===== src/rtl/reg_file_pkg.sv =====
// Shared types and default sizing for the context-switching register file.
package reg_file_pkg;

  localparam int unsigned DEF_W       = 8;
  localparam int unsigned DEF_A       = 4;
  localparam bit          DEF_R0_ZERO = 1'b1;

  typedef enum logic [1:0] {
    IDLE    = 2'd0,
    SAVE    = 2'd1,
    RESTORE = 2'd2
  } ctx_state_t;

endpackage


===== src/rtl/reg_ctx_seq.sv =====
// Save/restore sequencer: walks the copy index 0..NREG-1 once per accepted
// request and reports direction, busy and a one-cycle done pulse.
module reg_ctx_seq
  import reg_file_pkg::*;
#(
  parameter int unsigned A = DEF_A
) (
  input  logic         i_clk,
  input  logic         i_reset,
  input  logic         i_save_req,
  input  logic         i_restore_req,
  output logic [A-1:0] o_idx,
  output logic         o_restore,
  output logic         o_busy,
  output logic         o_done
);

  localparam int unsigned NREG = 1 << A;
  // One spare bit keeps the terminal compare free of wrap-around aliasing.
  localparam logic [A:0]  LAST = (A+1)'(NREG - 1);

  ctx_state_t r_state;
  logic [A:0] r_idx;
  logic       r_restore;
  logic       r_busy;
  logic       r_done;

  always_ff @(posedge i_clk) begin
    if (i_reset) begin
      r_state   <= IDLE;
      r_idx     <= '0;
      r_restore <= 1'b0;
      r_busy    <= 1'b0;
      r_done    <= 1'b0;
    end else begin
      r_done <= 1'b0;
      case (r_state)
        IDLE: begin
          if (i_save_req) begin
            r_state   <= SAVE;
            r_restore <= 1'b0;
            r_busy    <= 1'b1;
            r_idx     <= '0;
          end else if (i_restore_req) begin
            r_state   <= RESTORE;
            r_restore <= 1'b1;
            r_busy    <= 1'b1;
            r_idx     <= '0;
          end
        end
        SAVE, RESTORE: begin
          if (r_idx == LAST) begin
            r_state <= IDLE;
            r_busy  <= 1'b0;
            r_done  <= 1'b1;
            r_idx   <= '0;
          end else begin
            r_idx <= r_idx + (A+1)'(1);
          end
        end
        default: r_state <= IDLE;
      endcase
    end
  end

  assign o_idx     = r_idx[A-1:0];
  assign o_restore = r_restore;
  assign o_busy    = r_busy;
  assign o_done    = r_done;

endmodule


===== src/rtl/reg_file_ctx.sv =====
// Dual-read register file with word/bit writes and a shadow bank for context
// save/restore. Define REG_FILE_CTX_BYPASS_EN to forward word writes to reads.
module reg_file_ctx
  import reg_file_pkg::*;
#(
  parameter int unsigned W       = DEF_W,
  parameter int unsigned A       = DEF_A,
  parameter bit          R0_ZERO = DEF_R0_ZERO
) (
  input  logic                 Clk,
  input  logic                 Reset,
  input  logic                 WriteEn,
  input  logic                 WriteBitEn,
  input  logic [$clog2(W)-1:0] BitIdx,
  input  logic                 BitValIn,
  input  logic [A-1:0]         Waddr,
  input  logic [W-1:0]         DataIn,
  input  logic [A-1:0]         RaddrA,
  input  logic [A-1:0]         RaddrB,
  output logic [W-1:0]         DataOutA,
  output logic [W-1:0]         DataOutB,
  input  logic                 SaveReq,
  input  logic                 RestoreReq,
  output logic                 Busy,
  output logic                 Done
);

  localparam int unsigned NREG = 1 << A;

  logic [W-1:0] r_regs   [NREG];
  logic [W-1:0] r_shadow [NREG];

  logic [A-1:0] w_idx;
  logic         w_restore;
  logic         w_busy;
  logic         w_done;
  logic         w_bit_ok;
  logic [W-1:0] w_rd_a;
  logic [W-1:0] w_rd_b;

  reg_ctx_seq #(.A(A)) u_seq (
    .i_clk         (Clk),
    .i_reset       (Reset),
    .i_save_req    (SaveReq),
    .i_restore_req (RestoreReq),
    .o_idx         (w_idx),
    .o_restore     (w_restore),
    .o_busy        (w_busy),
    .o_done        (w_done)
  );

  // Bit positions past the word width are silently dropped.
  assign w_bit_ok = WriteBitEn && (32'(BitIdx) < W);

  always_ff @(posedge Clk) begin
    if (Reset) begin
      for (int unsigned i = 0; i < NREG; i++) r_regs[A'(i)] <= '0;
    end else if (w_busy) begin
      if (w_restore) r_regs[w_idx] <= r_shadow[w_idx];
    end else if (WriteEn) begin
      r_regs[Waddr] <= DataIn;
    end else if (w_bit_ok) begin
      r_regs[Waddr][BitIdx] <= BitValIn;
    end
  end

  always_ff @(posedge Clk) begin
    if (Reset) begin
      for (int unsigned i = 0; i < NREG; i++) r_shadow[A'(i)] <= '0;
    end else if (w_busy && !w_restore) begin
      r_shadow[w_idx] <= r_regs[w_idx];
    end
  end

`ifdef REG_FILE_CTX_BYPASS_EN
  logic w_fwd;
  assign w_fwd = WriteEn && !w_busy && !Reset;
`endif

  always_comb begin
    w_rd_a = r_regs[RaddrA];
    w_rd_b = r_regs[RaddrB];
`ifdef REG_FILE_CTX_BYPASS_EN
    if (w_fwd && (RaddrA == Waddr)) w_rd_a = DataIn;
    if (w_fwd && (RaddrB == Waddr)) w_rd_b = DataIn;
`endif
    if (R0_ZERO && (RaddrA == '0)) w_rd_a = '0;
    if (R0_ZERO && (RaddrB == '0)) w_rd_b = '0;
  end

  assign DataOutA = w_rd_a;
  assign DataOutB = w_rd_b;
  assign Busy     = w_busy;
  assign Done     = w_done;

endmodule


===== config.mk =====
export PLATFORM = sky130hd
export DESIGN_NAME = reg_file_ctx
export DESIGN_NICKNAME = d
export VERILOG_FILES = /design/src/rtl/reg_file_pkg.sv /design/src/rtl/reg_ctx_seq.sv /design/src/rtl/reg_file_ctx.sv
export SDC_FILE = /design/constraint.sdc
export NUM_CORES = 1
export LEC_CHECK = 0
export ABC_CLOCK_PERIOD_IN_PS = 3000
export CAP_MARGIN = 20
export CORE_MARGIN = 1.5
export CORE_UTILIZATION = 45
export DETAILED_ROUTE_END_ITERATION = 16
export GPL_TIMING_DRIVEN = 0
export PLACE_DENSITY = 0.62
export SLEW_MARGIN = 40
export SYNTH_ARGS = -nofsm -noshare
export SYNTH_HDL_FRONTEND = slang
export SYNTH_HIERARCHICAL = 1
export SYNTH_SLANG_ARGS = --single-unit

===== constraint.sdc =====
create_clock -name Clk -period 3 [get_ports Clk]
set_clock_uncertainty 0.05 [all_clocks]
set_input_delay 0.6 -clock Clk [delete_from_list [all_inputs] [get_ports Clk]]
set_output_delay 0.6 -clock Clk [all_outputs]
set_load 0.02 [all_outputs]

==> results.yml, run 1 <==
synth:
  synth_xor_area_frac: 0
  async_flop_share: 0
  synth_top_area_frac: 0.5074
  synth_area_um2: 15150
  ys_types: 68
  yosysSeqAreaShare: 0.5206
  syn_avg_cell_area_um2: 12.03
  syn_inst: 1259
  yosysTopAreaCell: "edfxtp_1"
  netlist_top_cells_area: "edfxtp_1 (51%), mux4_2 (16%), nor2_1 (6.6%)"
  synth_top_family_by_area: "multiplexers"
  synth_edf_count: 256
  yosysWarnings: 6
  ys_ff_latch: 266
  synth_compound_area_frac: 0.1043
  yosys_most_used_dff: "edfxtp_1"
  synth_nets: 1291
  synth-adder-area-share: 0.001652
  synth-simple-area-share: 0.1336
  synthMuxAreaShare: 0.2013
grt:
  antenna_found_initial: 1
  grt_pass1_vias: 11518
  grt_use_total: 0.2973
  grt-ovfl-total: 0
  grt_max_degree: 14
  grt_pass1_wl_um: 76420
detailed_routing:
  drc: 0
  wl_um: 52000
  drt_iter0_drc: 1710
  postRouteAntennaNets: 0
  viasPerCell: 6.541
  drt_pre_antenna_iters: 6
  vias: 12068
  routedWlPerCell_um: 28.19
floorplanning:
  fp-row-count: 67
  ios: 48
  core_um2: 33360
  die_area_um2: 34770
  fp.dieH_um: 186.5
  start_util: 0.4541
  die_w_um: 186.5
sta:
  finalMaxSlewViolations: 0
  period_share: 0.9985
  worstMarginPinSlew_ns: 0.8154
  hold_viol_final: 0
  clock.fmax_mhz: 333.8
  relSlewSlack: 0.4564
  rsz0062_at_grt: "yes"
  holdWs_ns: 0.4025
  setup_viol: 0
  finalCriticalPeriod_ns: 2.996
worst_hold_path:
  hold_path_class: "flop to flop"
  whs_endpoint: "u_seq/o_done"
  hold_depth: 1
  hold_start: "u_seq/r_idx[4]"
cts:
  clk_pin_slew_worst_paths_ns: 0.06
  cts_tree: "built"
  postCtsHoldBufs: 0
  clock_sinks: 266
  cts_root_buf: "clkbuf_16"
  insertion_delay_ns: 0.56
  clockBufferDepth: 3
  numCtsBuffers: 29
  cts_max_level: 1
place:
  dp_cells: 1750
  routabilityCongestion: 0.9332
  dpl.hpwl_um: 37360
  portBuffers: 43
  place_area_um2: 16160
worst_setup_path:
  crit_fanout: 12
  cp-startpoint: "Reset"
  r2r-end: "r_shadow[10][4]"
  rr_startpoint: "u_seq/r_idx[1]"
  cp_num_buf_inv: 5
  path_class: "input pin to flop"
  max_stage_delay_ns: 0.49
  cp.required_ns: 3.18
  arrival_ns: 3.18
  crit_top_cell: "buf_4"
  path_depth: 10
  path_cells: "clkdlybuf4s50_1 -> or2_1 -> buf_2 -> nor2_4 -> buf_6 -> mux2i_2 -> buf_4 -> nand4_1 -> buf_4 -> o21ai_0"
  critPathCaptureType: "flop"
  regToRegSetupSlack_ns: 0.10
  worst_r2r_path_depth: 8
  critPathLaunchType: "input pin"
  crit_slowest_cell: "clkdlybuf4s50_1"
  crit_family: "buffers and inverters"
cells_and_area:
  layout_commonest_cell: "nor2_1"
  drive_gt1_frac: 0.2548
  nNetsFinal: 1407
  final_cell_mix: "nor2_1 (263), edfxtp_1 (256), o21ai_0 (129)"
  finish.utilization: 0.5384
  seq_area_um2: 7888
  multi_input_area_um2: 7076
  area_delta_synth_final_pct: 18.58
  final_area_um2: 17960
  antenna_cells: 0
  final.fill_count: 2941
  instances_no_fill: 1845
run_status:
  status: "finished, final reports clean"
power_and_ir_drop:
  power_density_nw_per_um2: 639.0
  ir_worst_vdd_mv: 0.4693
  finalPower_mw: 11.48
  p_leak_nw: 6.162
flow_run:
  drv_cap: 0
[kinds of logic after synthesis]
kind of cell | Yosys count
AO/OA/AOI/OAI | 248
adder cells (fa/ha/maj) | 2
buffers and inverters | 126
flip-flops | 266
multiplexers | 166
AND/OR/NAND/NOR | 451
[routing by layer]
layer | GRT usage | share of wire
met1 | 0.3953 | 0.37
met2 | 0.4805 | 0.47
met3 | 0.04909 | 0.11
met4 | 0.1390 | 0.051
met5 | 0 | 0
[synthesized netlist by cell type (all sizes together), types with 11 or more instances]
master  instances
a211oi         24
a21oi          19
a221oi         12
a22oi          15
buf            60
clkbuf         58
edfxtp        256
mux2           14
mux2i          47
mux4          105
nand2          65
nand3          19
nand4          26
nor2          268
nor2b          11
nor3           13
o21ai         141
[power breakdown]
group          internal [mW]  switching, mW  leakage [nW]
registers               4.29          0.123          2.73
clock network           2.02           1.49         0.444
logic                   1.40           2.16          2.99
[registers in the layout, indices dropped and copies added, names as in the netlist]
signal and cells:
r_shadow 128, u_seq/o_busy 1, r_regs 128, u_seq/o_restore 1, u_seq/r_state 2, u_seq/r_idx 5, u_seq/o_done 1
[cell type report]
class / count / area share
well taps: 448 / 0.03120
clock inverters: 13 / 0.006686
clock buffers: 40 / 0.04437
multi-input cells: 869 / 0.3939
repair buffers: 85 / 0.04262
plain buffers: 116 / 0.04026
inverters: 8 / 0.001950
flip-flops and latches: 266 / 0.4391
[through the flow]
stage | setup WS (ns) | TNS (ns)
floorplan | 0.1074 | 0
detailed placement | -1.117 | -206.95
global placement | -1.478 | -197.77
global route | -0.06470 | -0.3570
CTS | 0.003218 | 0
finish | 0.004482 | 0
[worst max-delay path by stage]
stage / endpoint / slack [ns]
final: r_regs[4][0] / 0.004
after global placement: DataOutA[6] / -1.48
after CTS: DataOutA[0] / 0.003
after detailed placement: DataOutB[1] / -1.12
after floorplan: DataOutB[5] / 0.11
after global routing: r_regs[5][1] / -0.06
[repair_timing]
item,CTS,global route
cloned,0,2
buffers inserted,31,11
pin swaps,20,13
gates resized for setup,134,42
endpoints found under the setup margin,357,216
No activity file was read; power rests on OpenSTA's default activity.
==> run 2, diff against run 1 <==
--- a/config.mk
+++ b/config.mk
@@ -6,12 +6,12 @@
 export NUM_CORES = 1
 export LEC_CHECK = 0
 export ABC_CLOCK_PERIOD_IN_PS = 3000
-export CAP_MARGIN = 20
+export CAP_MARGIN = 0
 export CORE_MARGIN = 1.5
 export CORE_UTILIZATION = 45
 export DETAILED_ROUTE_END_ITERATION = 16
 export GPL_TIMING_DRIVEN = 0
-export PLACE_DENSITY = 0.62
+export PLACE_DENSITY = 0.68
 export SLEW_MARGIN = 40
 export SYNTH_ARGS = -nofsm -noshare
 export SYNTH_HDL_FRONTEND = slang
==> run 2 against run 1 <==
Net effect: first-iteration DRC count rose by 19%; routed wire length fell by 0.87%; worst setup slack improved by 0.018 ns; global-route usage fell by 0.48 points; utilization fell by 0.18 points; flip-flop and latch count did not move; largest power group unchanged; sequential power barely moved; critical endpoint is now r_regs[1][1].
==> results.yml, run 2 (synthesized netlist as in run 1, its figures left out) <==
detailed_routing:
  viasPerCell: 6.570
  drt_pre_antenna_iters: 8
  vias: 12121
  routedWlPerCell_um: 27.94
  postRouteAntennaNets: 0
  drt_iter0_drc: 2042
  wl_um: 51550
  drc: 0
worst_setup_path:
  crit_slowest_cell: "clkdlybuf4s50_1"
  path_cells: "clkdlybuf4s50_1 -> or2_1 -> buf_2 -> nor2_4 -> buf_8 -> mux2i_4 -> nand4_1 -> buf_2 -> o21ai_0"
  regToRegSetupSlack_ns: 0.03
  cp.required_ns: 3.21
  crit_fanout: 10
  crit_family: "buffers and inverters"
  cp_num_buf_inv: 4
  path_class: "input pin to flop"
  arrival_ns: 3.19
  crit_top_cell: "buf_2"
  critPathLaunchType: "input pin"
  max_stage_delay_ns: 0.50
  critPathCaptureType: "flop"
grt:
  grt_pass1_wl_um: 75220
  grt_pass1_vias: 11679
  grt_use_total: 0.2925
  antenna_found_initial: 0
  grt-ovfl-total: 0
  grt_max_degree: 14
floorplanning:
  fp.dieH_um: 186.5
  ios: 48
  core_um2: 33360
  fp-row-count: 67
  start_util: 0.4541
  die_w_um: 186.5
  die_area_um2: 34770
cts:
  cts_root_buf: "clkbuf_16"
  clock_sinks: 266
  cts_max_level: 1
  clockBufferDepth: 3
  cts_tree: "built"
  numCtsBuffers: 29
  insertion_delay_ns: 0.57
  clk_pin_slew_worst_paths_ns: 0.06
run_status:
  status: "finished, final reports clean"
sta:
  worstMarginPinSlew_ns: 1.016
  rsz0062_at_grt: "yes"
  hold_viol_final: 0
  clock.fmax_mhz: 335.9
  period_share: 0.9924
  finalSetupTns_ns: 0
  setup_viol: 0
  finalCriticalPeriod_ns: 2.977
  relSlewSlack: 0.3223
  finalMaxSlewViolations: 0
flow_run:
  drv_cap: 0
cells_and_area:
  drive_gt1_frac: 0.2513
  layout_commonest_cell: "nor2_1"
  antenna_cells: 0
  final_cell_mix: "nor2_1 (263), edfxtp_1 (256), o21ai_0 (126)"
  nNetsFinal: 1412
  final.fill_count: 2888
  area_delta_synth_final_pct: 18.18
  top_regs: "r_regs x128, r_shadow x128, u_seq/r_idx x5"
  finish.utilization: 0.5366
power_and_ir_drop:
  finalPower_mw: 11.33
  ir_worst_vdd_mv: 0.4216
  p_leak_nw: 6.138
  power_density_nw_per_um2: 632.8
place:
  dpl.hpwl_um: 36480
  portBuffers: 43
  routabilityCongestion: 1.085
worst_hold_path:
  hold_path_class: "flop to flop"
## run 2: cell count changes in the layout (fill, tap and decap cells not counted), moves of 3 or more
| cell | delta |
|---|---|
| nand2_2 | -4 |
| clkbuf_1 | -3 |
| clkbuf_4 | -3 |
| clkinv_1 | +7 |
| clkbuf_8 | -3 |
| buf_4 | +9 |
| mux2i_2 | -3 |
| buf_12 | -3 |
| o21ai_0 | -3 |
| nand2_1 | +4 |
| o21ai_1 | +3 |
| clkinv_2 | -3 |
## run 2: report_power, final
| group | total, mW | switching (mW) | internal (mW) |
|---|---|---|---|
| Sequential | 4.42 | 0.126 | 4.29 |
| Combinational | 3.54 | 2.17 | 1.36 |
| Clock | 3.38 | 1.47 | 1.91 |
| Total | 11.3 | 3.77 | 7.56 |
## run 2: cell type report
type	count	area (um2)	area share
multi-input combinational	867	7062	0.3944
timing repair buffer	91	799.5	0.04466
sequential	266	7888	0.4406
clock inverter	16	121.4	0.006779
clock buffer	32	737.0	0.04116
buffer	117	698.2	0.03900
tap	448	560.5	0.03131
inverter	8	37.54	0.002097
## run 2: worst reg2reg max path: cells and delay by family, from the launching register on
kind / cells / cell delay, ns
buffers and inverters: 3 / 0.91
AOI/OAI and AO/OA: 2 / 0.71
muxes: 1 / 0.55
DFF: 1 / 0.41
and+or+nand+nor: 1 / 0.09
## run 2: what timing repair did
action	4_1_cts	5_1_grt
setup buffers	26	21
pin swaps	24	11
hold buffers	0	0
setup endpoints to repair	340	242
gates resized for setup	144	36
## run 2: through the flow
step	std cells	instance area [um2]	hold slack, ns	worst slack [ns]
after floorplan	1259	15150	0.3639	0.1074
after global placement	1750	16140	0.4090	-1.310
after detailed placement	1751	16150	0.3965	-1.290
after CTS	1824	17600	0.4057	0.002438
after global routing	1845	17900	0.4436	-0.05691
final	1845	17900	0.4220	0.02276
## run 2: final timing paths
check / cells past startpoint / startpoint / to
max: 9 / Reset / r_regs[1][1]
max reg2reg: 7 / u_seq/r_idx[0] / r_regs[4][5]
min reg2reg: 1 / u_seq/r_idx[4] / u_seq/o_done
min: 1 / u_seq/r_idx[4] / u_seq/o_done
## run 2: layer usage
metal  part of all wire  global-route usage
met1               0.35              0.3656
met4              0.066              0.1442
met2               0.46              0.4697
met3               0.13             0.08200
met5                  0                   0
